<file path="src/rtl/corescore_uart_pkg.sv">
// corescore_uart_pkg: shared UART types, constants and baud helper
package corescore_uart_pkg;
  typedef enum logic [2:0] {IDLE, START, DATA, STOP, WAIT_IDLE} rx_state_t;
  localparam logic [7:0] LF = 8'h0A;
  function automatic int clks_per_bit(input int clk_freq, input int baud);
    return clk_freq / baud;
  endfunction
endpackage

</file>
<file path="src/rtl/stream_fifo.sv">
// stream_fifo: show-ahead FIFO; a push into a full FIFO succeeds only alongside a pop
module stream_fifo #(
  parameter int WIDTH = 9,
  parameter int DEPTH = 4
) (
  input  logic             i_clk,
  input  logic             resetb,
  input  logic             i_push,
  input  logic [WIDTH-1:0] i_wdata,
  output logic             o_full,
  input  logic             i_pop,
  output logic [WIDTH-1:0] o_rdata,
  output logic             o_empty
);
  localparam int AW = $clog2(DEPTH);
  logic [WIDTH-1:0] r_mem [DEPTH];
  logic [AW-1:0] r_wr, r_rd;
  logic [AW:0] r_count;
  logic w_do_push, w_do_pop;
  assign o_empty = r_count == '0;
  assign o_full = r_count == (AW+1)'(DEPTH);
  assign o_rdata = r_mem[r_rd];
  assign w_do_pop = i_pop && !o_empty;
  assign w_do_push = i_push && (!o_full || w_do_pop);
  always_ff @(posedge i_clk or negedge resetb) begin
    if (!resetb) begin
      for (int i = 0; i < DEPTH; i++) r_mem[i] <= '0;
      r_wr <= '0;
      r_rd <= '0;
      r_count <= '0;
    end else begin
      if (w_do_push) begin
        r_mem[r_wr] <= i_wdata;
        r_wr <= r_wr + 1'b1;
      end
      if (w_do_pop) r_rd <= r_rd + 1'b1;
      r_count <= r_count + (AW+1)'(w_do_push) - (AW+1)'(w_do_pop);
    end
  end
endmodule

</file>
<file path="src/rtl/uart_rx_stream.sv">
// uart_rx_stream: 8N1 UART receiver delivering bytes as buffered stream beats
module uart_rx_stream
  import corescore_uart_pkg::*;
#(
  parameter int CLK_FREQ = 32000000,
  parameter int BAUD = 57600,
  parameter int FIFO_DEPTH = 4
) (
  input  logic       i_clk,
  input  logic       resetb,
  input  logic       i_uart_rx,
  output logic [7:0] o_tdata,
  output logic       o_tlast,
  output logic       o_tvalid,
  input  logic       i_tready,
  output logic       o_frame_err,
  output logic       o_overrun
);
  localparam int CPB = clks_per_bit(CLK_FREQ, BAUD);
  localparam int BW = $clog2(CPB);
  localparam logic [BW-1:0] K_HALF = BW'(CPB / 2 - 1);
  localparam logic [BW-1:0] K_FULL = BW'(CPB - 1);
  logic r_s1, r_rx_s;
  rx_state_t r_state, w_next;
  logic [BW-1:0] r_baud, w_baud;
  logic [2:0] r_bit, w_bit;
  logic [7:0] r_shift, w_shift;
  logic w_push, w_ferr, w_full, w_empty, w_pop;
  logic [8:0] w_rdata;
  logic r_frame_err, r_overrun;
  always_comb begin
    w_next = r_state;
    w_baud = r_baud + 1'b1;
    w_bit = r_bit;
    w_shift = r_shift;
    w_push = 1'b0;
    w_ferr = 1'b0;
    unique case (r_state)
      IDLE: begin
        w_baud = '0;
        if (!r_rx_s) w_next = START;
      end
      START: if (r_baud == K_HALF) begin
        w_baud = '0;
        w_bit = '0;
        w_next = r_rx_s ? IDLE : DATA;
      end
      DATA: if (r_baud == K_FULL) begin
        w_baud = '0;
        w_shift = {r_rx_s, r_shift[7:1]};
        w_bit = r_bit + 3'd1;
        if (r_bit == 3'd7) w_next = STOP;
      end
      STOP: if (r_baud == K_FULL) begin
        w_push = r_rx_s;
        w_ferr = !r_rx_s;
        w_next = r_rx_s ? IDLE : WAIT_IDLE;
      end
      WAIT_IDLE: if (r_rx_s) w_next = IDLE;
      default: w_next = IDLE;
    endcase
  end
  always_ff @(posedge i_clk or negedge resetb) begin
    if (!resetb) begin
      r_s1 <= 1'b1;
      r_rx_s <= 1'b1;
      r_state <= IDLE;
      r_baud <= '0;
      r_bit <= '0;
      r_shift <= '0;
      r_frame_err <= 1'b0;
      r_overrun <= 1'b0;
    end else begin
      r_s1 <= i_uart_rx;
      r_rx_s <= r_s1;
      r_state <= w_next;
      r_baud <= w_baud;
      r_bit <= w_bit;
      r_shift <= w_shift;
      r_frame_err <= w_ferr;
      r_overrun <= w_push && w_full && !w_pop;
    end
  end
  assign w_pop = !w_empty && i_tready;
  stream_fifo #(.WIDTH(9), .DEPTH(FIFO_DEPTH)) u_fifo (
    .i_clk(i_clk),
    .resetb(resetb),
    .i_push(w_push),
    .i_wdata({r_shift == LF, r_shift}),
    .o_full(w_full),
    .i_pop(w_pop),
    .o_rdata(w_rdata),
    .o_empty(w_empty)
  );
  assign o_tvalid = !w_empty;
  assign o_tdata = w_empty ? 8'h00 : w_rdata[7:0];
  assign o_tlast = !w_empty && w_rdata[8];
  assign o_frame_err = r_frame_err;
  assign o_overrun = r_overrun;
endmodule

</file>
<file path="config.mk">
export PLATFORM = sky130hd
export DESIGN_NAME = uart_rx_stream
export DESIGN_NICKNAME = d
export VERILOG_FILES = /design/src/rtl/corescore_uart_pkg.sv /design/src/rtl/stream_fifo.sv /design/src/rtl/uart_rx_stream.sv
export SDC_FILE = /design/constraint.sdc
export NUM_CORES = 1
export LEC_CHECK = 0
export CAP_MARGIN = 20
export CORE_AREA = 2 2 125 66
export DETAILED_ROUTE_END_ITERATION = 10
export DIE_AREA = 0 0 127 68
export SYNTH_ARGS = -nofsm -noshare
export SYNTH_HDL_FRONTEND = slang
export SYNTH_SLANG_ARGS = --single-unit
</file>
<file path="constraint.sdc">
create_clock -name i_clk -period 4 [get_ports i_clk]
set_input_delay 0.4 -clock i_clk [delete_from_list [all_inputs] [get_ports i_clk]]
set_output_delay 0.4 -clock i_clk [all_outputs]
set_load 0.1 [all_outputs]
</file>
==> flow_metrics.tcl <==
set metrics [dict create \
    status "finished clean" \
    slew_headroom 0.350 \
    rows 23 \
    syn_avg_cell_area_um2 13.5 \
    netlist_area_mm2 0.00338 \
    r2r_start "r_baud[0]" \
    cts_setup_buffers 0 \
    h-tree-depth 3 \
    synth_ff_type "dfrtp_1" \
    drc 0 \
    fin_crit_sh 0.809 \
    clkTransAtPathRegs_ns 0.06 \
    die_w_um 127 \
    clk_path_buf_depth 2 \
    cts_root_buf "clkbuf_16" \
    synth-async-reset-ratio 1.00 \
    ir_drop_mv 0.193 \
    tns_ns 0 \
    start_util 0.442 \
    wl_per_cell_um 17.1 \
    overflow 0 \
    rsz0062_at_grt "no" \
    drt-pass1-iter-count 5 \
    grt_max_degree 40 \
    yosysWarnings 0 \
    syn_nets 267 \
    arrival_ns 2.84 \
    antenna_left 0 \
    synth_edf_count 0 \
    worst_slack_ns 0.764 \
    critical_path.max_fanout 11 \
    worstHoldPathType "primary input to async pin" \
    power_density_mw_per_mm2 471 \
    worstReg2RegEnd "u_fifo.r_count[2]" \
    worst_pin_slew_ns 0.972 \
    place_hpwl_um 4540 \
    syn_to_final_growth_pct 17.0 \
    drt_wl_total_um 6440 \
    yosys.cell_types.count 40 \
    ff2ff_setup_slack_ns 1.41 \
    fmax_ghz 0.309 \
    drv_slew 0 \
    finClkSkew_ns 0.00797 \
    syn_inst 251 \
    min_period_ns 3.24 \
    gp_congestion 0.800 \
    drive_above_1_share 0.282 \
    worstSkewPairLatency_ns 0.33 \
    p_leak_nw 1.86 \
    num_vias 1993 \
    required_ns 3.60 \
    hold_viol 0 \
    setup_violations 0 \
    portBuffers 15 \
    r2r_cells 9 \
    dieArea_mm2 0.00864 \
    pin_count 16 \
    cts_made_buffers 9 \
    drv_cap 0 \
    grt_use_total 0.173 \
    antennaDiodeCount 0 \
    ys_ff_latch 71 \
    ctsResizeCount 0 \
    crit_start "u_fifo.r_rd[0]" \
    cts_tree "built" \
    coreArea_mm2 0.00765 \
    worstSetupPathType "flop to output port" \
    seq_area_frac_synth 0.526 \
    fp.dieH_um 68 \
    via_per_inst 5.29 \
    cts.sinks 71 \
    end_kind "output port" \
    num-nets-final 288 \
    post-place-ws_ns 1.06 \
    grt_pass1_vias 1969 \
    grt_first_pass_wirelength_um 10900 \
    crit_path_start_kind "flop" \
    fillers 673 \
    cts_hold_buf 0 \
    antenna_found_initial 0 \
    drt_iter0_drc 74 \
]
==> synth_stat cells (2+ instances only) <==
cell,n,share of area
nor4bb_1,2,0.0059
nand4_1,3,0.0056
ha_1,11,0.041
nand3_1,9,0.013
nor4b_1,2,0.0052
dfstp_2,2,0.016
dfrtp_1,69,0.51
mux2_2,42,0.14
nand4_4,4,0.025
mux2_1,3,0.010
mux4_2,9,0.060
and3_1,5,0.0093
clkbuf_1,3,0.0033
nor3_1,2,0.0030
inv_1,13,0.014
xnor2_1,10,0.026
a21oi_1,3,0.0044
o41ai_1,2,0.0052
xor2_1,3,0.0078
nor2_1,19,0.021
and2_1,10,0.019
nand2_1,6,0.0067
buf_2,2,0.0030
==> cell type report <==
cell class              instances  area [um^2]  share of cell area
flip-flops and latches         71         1780               0.450
multi-input cells             161         1520               0.385
clock buffers                  11          243              0.0614
repair buffers                 16          153              0.0386
well taps                     100          125              0.0316
clock inverters                 5         81.3              0.0206
inverters                      13         48.8              0.0123
==> cell families after synthesis <==
family / count (synthesis) / synth area share
AO/OA/AOI/OAI: 10 / 0.0192
XOR/XNOR: 13 / 0.0337
adder cells (fa/ha/maj): 12 / 0.0466
buffers and inverters: 19 / 0.0229
flip-flops: 71 / 0.526
multiplexers: 54 / 0.210
AND/OR/NAND/NOR: 72 / 0.141
==> flip-flops by register name, summed over array words and instances (netlist names) <==
signal,flops
r_baud,10
u_fifo.r_rd,2
u_fifo.r_mem,36
r_shift,8
r_state,3
o_frame_err,1
r_bit,3
u_fifo.r_count,3
u_fifo.r_wr,2
o_overrun,1
r_s1,1
r_rx_s,1
==> per-layer routing <==
layer  wire length (um)  track usage  up-vias
met5                  0            0        -
met1               3650        0.264     1013
met3                241       0.0602       11
met2               2450        0.217       32
met4                110       0.0701        0
li1                   -            -      937
==> worst max-delay path, cell delays in order, from the launching register on <==
cell and delay (ns):
dfrtp_1 0.77, mux4_2 0.58, and2_1 0.18, clkdlybuf4s50_1 0.96
==> worst max path at each step <==
stage | endpoint | cells past startpoint
global placement | u_fifo.r_count[2] | 8
global route | o_tdata[1] | 3
floorplan | o_tdata[0] | 3
finish | o_tdata[7] | 3
CTS | o_tdata[7] | 3
detailed placement | u_fifo.r_count[2] | 8
==> cells in the final DEF, fill, tap and decap left out, types with 2 or more instances in the layout <==
cell type         n
a21oi_1           3
and2_1           10
and3_1            5
bufinv_16         2
clkbuf_16         9
clkdlybuf4s50_1  14
dfrtp_1          69
dfstp_2           2
ha_1             11
inv_1            13
mux2_1            3
mux2_2           42
mux4_2            9
nand2_1           6
nand3_1           9
nand4_1           3
nand4_4           4
nor2_1           19
nor3_1            2
nor4b_1           2
nor4bb_1          2
o41ai_1           2
xnor2_1          10
xor2_1            3
==> stage by stage <==
stage          hold WS [ns]  cell area [um^2]  std cells   util  total power, mW
2_1_floorplan         0.104              3380        251      -            0.959
3_3_place_gp          0.347              3630        361  0.474             1.02
5_1_grt               0.281              3950        377  0.517             1.95
3_5_place_dp          0.348              3630        361  0.474             1.02
6_report              0.197              3950        377  0.517             1.86
4_1_cts               0.236              3950        377  0.517             1.89
==> power by group <==
part / internal, mW / leakage, nW / total, mW / switching (mW)
logic: 0.0876 / 0.750 / 0.183 / 0.0954
registers: 0.748 / 0.954 / 0.821 / 0.0727
clock network: 0.562 / 0.156 / 0.858 / 0.296
total: 1.40 / 1.86 / 1.86 / 0.464
No activity file was read; power rests on OpenSTA's default activity.
